`config.mk`:
```
export PLATFORM = sky130hd
export DESIGN_NAME = prt_slot_scheduler
export DESIGN_NICKNAME = d
export VERILOG_FILES = /design/src/rtl/prt_slot_scheduler.sv
export SDC_FILE = /design/constraint.sdc
export NUM_CORES = 1
export LEC_CHECK = 0
export ABC_CLOCK_PERIOD_IN_PS = 3300
export BUFFER_PORTS_ARGS = -buffer_cell sky130_fd_sc_hd__buf_2
export CAP_MARGIN = 40
export CORE_ASPECT_RATIO = 0.6
export CORE_MARGIN = 2
export CORE_UTILIZATION = 50
export CTS_CLUSTER_DIAMETER = 150
export CTS_CLUSTER_SIZE = 28
export DETAILED_ROUTE_END_ITERATION = 12
export PLACE_DENSITY = 0.7
export SYNTH_ARGS = -nofsm -noshare
export SYNTH_HDL_FRONTEND = slang
export SYNTH_SLANG_ARGS = --single-unit
```
`constraint.sdc`:
```
create_clock -name clk -period 3.3 [get_ports clk]
set_input_delay 0.33 -clock clk [delete_from_list [all_inputs] [get_ports clk]]
set_output_delay 0.33 -clock clk [all_outputs]
set_load 0.03 [all_outputs]
```
`src/rtl/prt_slot_scheduler.sv`:
```
// prt_slot_scheduler: owns the FREE/WRITING/STORED/READING lifecycle of every
// PRT slot, grants free slots to RX, applies firewall verdicts and releases
// passed slots to TX in verdict order through a small slot-index FIFO.
module prt_slot_scheduler #(
  parameter int NUM_SLOTS = 4,
  parameter int SLOT_W    = $clog2(NUM_SLOTS)
) (
  input  logic              clk,
  input  logic              rst,
  output logic              alloc_avail,
  output logic [SLOT_W-1:0] alloc_slot,
  input  logic              alloc_req,
  input  logic              wr_done,
  input  logic [SLOT_W-1:0] wr_slot,
  input  logic              fw_valid,
  input  logic [SLOT_W-1:0] fw_slot,
  input  logic              fw_pass,
  output logic              rx_abort,
  output logic              tx_valid,
  output logic [SLOT_W-1:0] tx_slot,
  input  logic              tx_ready,
  input  logic              rd_done,
  output logic [SLOT_W:0]   free_count,
  output logic              err
);

  typedef enum logic [1:0] {
    ST_FREE    = 2'd0,
    ST_WRITING = 2'd1,
    ST_STORED  = 2'd2,
    ST_READING = 2'd3
  } slot_state_e;

  slot_state_e              state_q [NUM_SLOTS];
  slot_state_e              state_d [NUM_SLOTS];
  logic [NUM_SLOTS-1:0]     passed_q, passed_d;
  logic [SLOT_W-1:0]        queue_q [NUM_SLOTS];
  logic [SLOT_W-1:0]        head_q, head_d, tail_q, tail_d;
  logic [SLOT_W:0]          count_q, count_d;
  logic                     err_q, err_d;
  logic                     rx_abort_q, rx_abort_d;

  logic [NUM_SLOTS-1:0]     free_vec_s, reading_vec_s;
  logic [NUM_SLOTS-1:0]     wr_hit_s, fw_hit_s, pop_hit_s, alloc_hit_s;
  logic [SLOT_W-1:0]        alloc_slot_s, head_slot_s;
  logic                     alloc_avail_s, alloc_fire_s;
  logic                     any_reading_s, tx_valid_s, tx_fire_s;
  logic                     verdict_ok_s, push_s, invalidate_s;
  logic                     wr_illegal_s, fw_illegal_s, rd_illegal_s, alloc_illegal_s;

  // Number of set bits; used for the FREE-slot count.
  function automatic logic [SLOT_W:0] popcount(input logic [NUM_SLOTS-1:0] v);
    logic [SLOT_W:0] n;
    n = '0;
    for (int i = 0; i < NUM_SLOTS; i++) begin
      n = n + (SLOT_W+1)'(v[i]);
    end
    return n;
  endfunction

  // Index of the lowest set bit, 0 when none is set.
  function automatic logic [SLOT_W-1:0] lowest_set(input logic [NUM_SLOTS-1:0] v);
    logic [SLOT_W-1:0] r;
    r = '0;
    for (int i = NUM_SLOTS - 1; i >= 0; i--) begin
      r = v[i] ? SLOT_W'(i) : r;
    end
    return r;
  endfunction

  // Per-slot status vectors and per-slot event decode.
  always_comb begin
    free_vec_s    = '0;
    reading_vec_s = '0;
    wr_hit_s      = '0;
    fw_hit_s      = '0;
    for (int i = 0; i < NUM_SLOTS; i++) begin
      free_vec_s[i]    = (state_q[i] == ST_FREE);
      reading_vec_s[i] = (state_q[i] == ST_READING);
      wr_hit_s[i]      = wr_done  && (wr_slot == SLOT_W'(i));
      fw_hit_s[i]      = fw_valid && (fw_slot == SLOT_W'(i));
    end
  end

  // Grant, TX head and verdict qualification, all from registered state.
  always_comb begin
    alloc_avail_s = |free_vec_s;
    alloc_slot_s  = lowest_set(free_vec_s);
    alloc_fire_s  = alloc_req && alloc_avail_s;
    any_reading_s = |reading_vec_s;
    head_slot_s   = queue_q[head_q];
    // A head still WRITING blocks the queue; one READING slot blocks TX.
    tx_valid_s    = (count_q != '0) && (state_q[head_slot_s] == ST_STORED) && !any_reading_s;
    tx_fire_s     = tx_valid_s && tx_ready;
    verdict_ok_s  = ((state_q[fw_slot] == ST_WRITING) || (state_q[fw_slot] == ST_STORED))
                    && !passed_q[fw_slot];
    push_s        = fw_valid && fw_pass && verdict_ok_s;
    invalidate_s  = fw_valid && !fw_pass && verdict_ok_s;
    alloc_hit_s   = '0;
    pop_hit_s     = '0;
    for (int i = 0; i < NUM_SLOTS; i++) begin
      alloc_hit_s[i] = alloc_fire_s && (alloc_slot_s == SLOT_W'(i));
      pop_hit_s[i]   = tx_fire_s && (head_slot_s == SLOT_W'(i));
    end
    wr_illegal_s    = wr_done && (state_q[wr_slot] != ST_WRITING);
    fw_illegal_s    = fw_valid && !verdict_ok_s;
    rd_illegal_s    = rd_done && !any_reading_s;
    alloc_illegal_s = alloc_req && !alloc_avail_s;
  end

  // Slot lifecycle next state; illegal events leave state untouched.
  always_comb begin
    for (int i = 0; i < NUM_SLOTS; i++) begin
      state_d[i]  = state_q[i];
      passed_d[i] = passed_q[i];
      case (state_q[i])
        ST_FREE: begin
          if (alloc_hit_s[i]) begin
            state_d[i]  = ST_WRITING;
            passed_d[i] = 1'b0;
          end else begin
            state_d[i]  = ST_FREE;
          end
        end
        ST_WRITING: begin
          // Invalidate wins over a same-cycle wr_done.
          if (fw_hit_s[i] && invalidate_s) begin
            state_d[i] = ST_FREE;
          end else if (wr_hit_s[i]) begin
            state_d[i] = ST_STORED;
          end else begin
            state_d[i] = ST_WRITING;
          end
          passed_d[i] = passed_q[i] | (fw_hit_s[i] & push_s);
        end
        ST_STORED: begin
          if (fw_hit_s[i] && invalidate_s) begin
            state_d[i] = ST_FREE;
          end else if (pop_hit_s[i]) begin
            state_d[i] = ST_READING;
          end else begin
            state_d[i] = ST_STORED;
          end
          passed_d[i] = passed_q[i] | (fw_hit_s[i] & push_s);
        end
        ST_READING: begin
          if (rd_done) begin
            state_d[i] = ST_FREE;
          end else begin
            state_d[i] = ST_READING;
          end
        end
        default: begin
          state_d[i] = ST_FREE;
        end
      endcase
    end
  end

  // TX queue pointers, abort pulse and sticky error next state.
  always_comb begin
    head_d     = tx_fire_s ? head_q + SLOT_W'(1) : head_q;
    tail_d     = push_s    ? tail_q + SLOT_W'(1) : tail_q;
    if (push_s && !tx_fire_s) begin
      count_d = count_q + (SLOT_W+1)'(1);
    end else if (!push_s && tx_fire_s) begin
      count_d = count_q - (SLOT_W+1)'(1);
    end else begin
      count_d = count_q;
    end
    rx_abort_d = invalidate_s && (state_q[fw_slot] == ST_WRITING);
    err_d      = err_q | wr_illegal_s | fw_illegal_s | rd_illegal_s | alloc_illegal_s;
  end

  // State register for slots, queue and flags.
  always_ff @(posedge clk or negedge rst) begin
    if (!rst) begin
      for (int i = 0; i < NUM_SLOTS; i++) begin
        state_q[i] <= ST_FREE;
        queue_q[i] <= '0;
      end
      passed_q   <= '0;
      head_q     <= '0;
      tail_q     <= '0;
      count_q    <= '0;
      err_q      <= 1'b0;
      rx_abort_q <= 1'b0;
    end else begin
      for (int i = 0; i < NUM_SLOTS; i++) begin
        state_q[i] <= state_d[i];
      end
      if (push_s) begin
        queue_q[tail_q] <= fw_slot;
      end
      passed_q   <= passed_d;
      head_q     <= head_d;
      tail_q     <= tail_d;
      count_q    <= count_d;
      err_q      <= err_d;
      rx_abort_q <= rx_abort_d;
    end
  end

  // Output drive.
  always_comb begin
    alloc_avail = alloc_avail_s;
    alloc_slot  = alloc_slot_s;
    tx_valid    = tx_valid_s;
    tx_slot     = head_slot_s;
    free_count  = popcount(free_vec_s);
    rx_abort    = rx_abort_q;
    err         = err_q;
  end

endmodule

```
==> run_results.csv <==
group,metric,value,unit
grt,grt_pass1_wl,8250,um
cells_and_area,antenna_cells_inserted,0,
floorplanning,num_rows,18,
yosys,synth_sequential_area_ratio,33.6,%
cts,cts_inserted_buffers,5,
place,gp_congestion,0.947,
cts,clkSinkCount,29,
yosys,synth_enable_flop_cells,0,
yosys,synth.ff_latch_count,29,
power,power_density,779,mW/mm2
cells_and_area,finalNetCount,280,
detailed_routing,drt_pass1_iterations,5,
cells_and_area,drive_above_1_share,19.9,%
power,total_power,1.90,mW
sta,rsz0062_at_grt,"false",
detailed_routing,num_vias,1719,
yosys,largest_family_of_logic_cells_by_synthesized_area,"simple AND/OR/NAND/NOR gates",
yosys,synth_top_cell_area_share,33.6,%
sta,timing_worst_slew_pin_value,814,ps
detailed_routing,drt_iter0_drc,154,
cells_and_area,final_core_util,59.3,%
critical_path,endpoint_kind,"flop",
yosys,yosysTopAreaCell,"sky130_fd_sc_hd__dfrtp_1",
yosys,synth-simple-area-share,17.6,%
yosys,synthArstFlopShare,100,%
cts,clkSlewWorstSetupHoldPaths,70,ps
cts,h_tree_depth,2,
detailed_routing,routed_wirelength,5150,um
floorplanning,initial_utilization,52.3,%
floorplanning,die_w,88.8,um
sta,fin_skew,3.94,ps
floorplanning,placeableCoreArea,0.00412,mm2
critical_path,crit-reg2reg-launch,"head_q[0]$_DFFE_PN0N_",
yosys,multiplexer_area_fraction_after_synthesis,13.5,%
sta,setup_total_negative_slack,0,ps
yosys,synth-xor-area-share,2.44,%
cells_and_area,area.growth.synth_to_final,13.2,%
power,p_leak,1.14,nW
yosys,netlist_top_cells_area,"sky130_fd_sc_hd__dfrtp_1, sky130_fd_sc_hd__ha_1, sky130_fd_sc_hd__mux2_1",
worst_hold_path,worstHoldPathType,"input port to async pin",
critical_path,critical_path_peak_fanout,7,
yosys,synth-compound-area-share,10.4,%
yosys,synth_top_flop_cell,"sky130_fd_sc_hd__dfrtp_1",
place,dp_hpwl,4130,um
sta,timing.final.hold_violations,0,
yosys,synth_area,0.00216,mm2
place,post_dp_cell_area,0.00232,mm2
floorplanning,die_footprint,0.00487,mm2
grt,grt.total_usage,24.0,%
floorplanning,die_height,54.9,um
sta,setup_violations,0,
place,dp.cells,293,
sta,slew_headroom,44.9,%
detailed_routing,drc,0,
critical_path,critical_path_class,"flop to flop",
cts,postCtsResizedCells,0,
sta,finalCritPeriodShare,90.3,%
cts,clock_tree_from_tritoncts,"built",
grt,number_of_global_route_vias_before_repair,1578,
critical_path,setup.worst_path.start,"head_q[0]$_DFFE_PN0N_",
critical_path,worstSetupStartpointType,"flop",
grt,grt.overflow.total,0,
grt,antenna_found_initial,0,
power,irDropWorstVdd,317,uV
run,drv.max_cap_violation_count,0,
sta,fin_crit,2980,ps
run_status,outcome,"finished clean",
cts,cts-hold-fix-buffers,0,
critical_path,timing.critical_path.required,3470,ps
yosys,postSynthAreaPerCell,9.99,um2
yosys,synth_fa_ha_area_share,16.9,%
cts,clk_path_buf_depth,2,
yosys,ys_types,50,
detailed_routing,detail-route-antenna-nets,0,
sta,final_critical_path_setup_slack,320,ps
detailed_routing,avgViaCountPerCell,5.71,
cts,post-cts-setup-buffer-count,0,
sta,fin_worst_hold_slack,71.8,ps
yosys,postSynthCellCount,216,
cells_and_area,layoutNonFillerInstCount,301,
cts,clkLatencyLatePin,280,ps
place,numPortBuffers,22,
sta,maxSlewViolCount,0,
cells_and_area,post-route-cell-area,0.00244,mm2
detailed_routing,detail_route.wl_per_cell,17.1,um
yosys,syn_nets,256,
place,place_worst_setup_slack,355,ps
cts,ctsRootBufferMaster,"sky130_fd_sc_hd__clkbuf_8",
critical_path,arrival,3150,ps
grt,grt_max_degree,30,
yosys,ys_warn_count,0,
sta,fmax,336,MHz
floorplanning,ioPinCount,23,
## cells in the mapped netlist (5+ instances only)
master and n:
sky130_fd_sc_hd__mux2i_1 7, sky130_fd_sc_hd__inv_1 20, sky130_fd_sc_hd__mux2_1 8, sky130_fd_sc_hd__clkbuf_1 5
sky130_fd_sc_hd__dfrtp_1 29, sky130_fd_sc_hd__a21oi_1 13, sky130_fd_sc_hd__ha_1 26, sky130_fd_sc_hd__o21ai_0 7
sky130_fd_sc_hd__nor2_1 12, sky130_fd_sc_hd__nand4_1 5, sky130_fd_sc_hd__nand2_1 16, sky130_fd_sc_hd__nor3_1 5
## registers in the layout, summed over array words and instances, names as in the netlist
name and cells:
rx_abort 1, err 1, passed_q 4, count_q 3
tail_q 2, head_q 2, state_q 8, queue_q 8
## cell type report
cell class,instances,area [um2]
clock buffers,6,82.6
flip-flops and latches,29,726
well taps,60,75.1
fillers,371,1680
inverters,21,83.8
repair buffers,24,125
multi-input cells,159,1310
clock inverters,2,37.5
## critical path, cell delays in order, from the launching register on
cell and delay [ps]:
sky130_fd_sc_hd__dfrtp_1 490, sky130_fd_sc_hd__mux4_2 650, sky130_fd_sc_hd__mux2_4 350, sky130_fd_sc_hd__or3_4 400, sky130_fd_sc_hd__ha_1 220, sky130_fd_sc_hd__inv_1 90
sky130_fd_sc_hd__fa_1 410, sky130_fd_sc_hd__mux2_2 260
## placed cells by master, fill, tap and decap left out, types with 3 or more instances in the layout
master	synthesis	routed
sky130_fd_sc_hd__o21ai_1	3	3
sky130_fd_sc_hd__nand2b_1	4	4
sky130_fd_sc_hd__nor3_1	5	5
sky130_fd_sc_hd__nand3_1	3	3
sky130_fd_sc_hd__a21oi_1	13	13
sky130_fd_sc_hd__dfrtp_1	29	29
sky130_fd_sc_hd__clkbuf_8	0	6
sky130_fd_sc_hd__buf_2	1	22
sky130_fd_sc_hd__nor2_1	12	12
sky130_fd_sc_hd__nand4_1	5	5
sky130_fd_sc_hd__nand2_1	16	16
sky130_fd_sc_hd__mux2i_1	7	7
sky130_fd_sc_hd__o31ai_1	3	3
sky130_fd_sc_hd__o21ai_0	7	7
sky130_fd_sc_hd__ha_1	26	26
sky130_fd_sc_hd__mux4_2	4	4
sky130_fd_sc_hd__xnor2_1	3	3
sky130_fd_sc_hd__a31oi_1	4	4
sky130_fd_sc_hd__inv_1	20	20
sky130_fd_sc_hd__xor2_1	3	3
sky130_fd_sc_hd__mux2_1	8	8
## final timing paths
check / end / slack, ps / depth (start not counted)
worst max-delay path: count_q[1]$_DFFE_PN0P_ / 320 / 7
worst min-delay path: state_q[7]$_DFF_PN0_ / 70 / 1
worst max register to register: count_q[1]$_DFFE_PN0P_ / 320 / 7
worst min register to register: queue_q[5]$_DFFE_PN0P_ / 490 / 1
max in group asynchronous: queue_q[4]$_DFFE_PN0P_ / 2800 / 1
min in group clk: state_q[6]$_DFF_PN0_ / 380 / 3
## report_power, final
group	switching, mW	leakage (nW)	internal, mW
registers	0.122	0.374	0.462
clock network	0.146	0.0574	0.245
logic	0.571	0.710	0.355
total	0.839	1.14	1.06
## logic make-up (layout without fill, tap and decap cells)
group / count (synthesis) / after routing
compound gates: 37 / 37
xor+xnor: 6 / 6
fa+ha+maj: 28 / 28
buf+inv: 28 / 53
flops: 29 / 29
mux: 22 / 22
simple gates: 66 / 66
## metal layers
layer  track usage, %  wire [um]
met3             7.39        624
met4             4.29         36
met1             38.1       2590
met5                0          0
met2             31.2       1900
No activity file was read; power rests on OpenSTA's default activity.
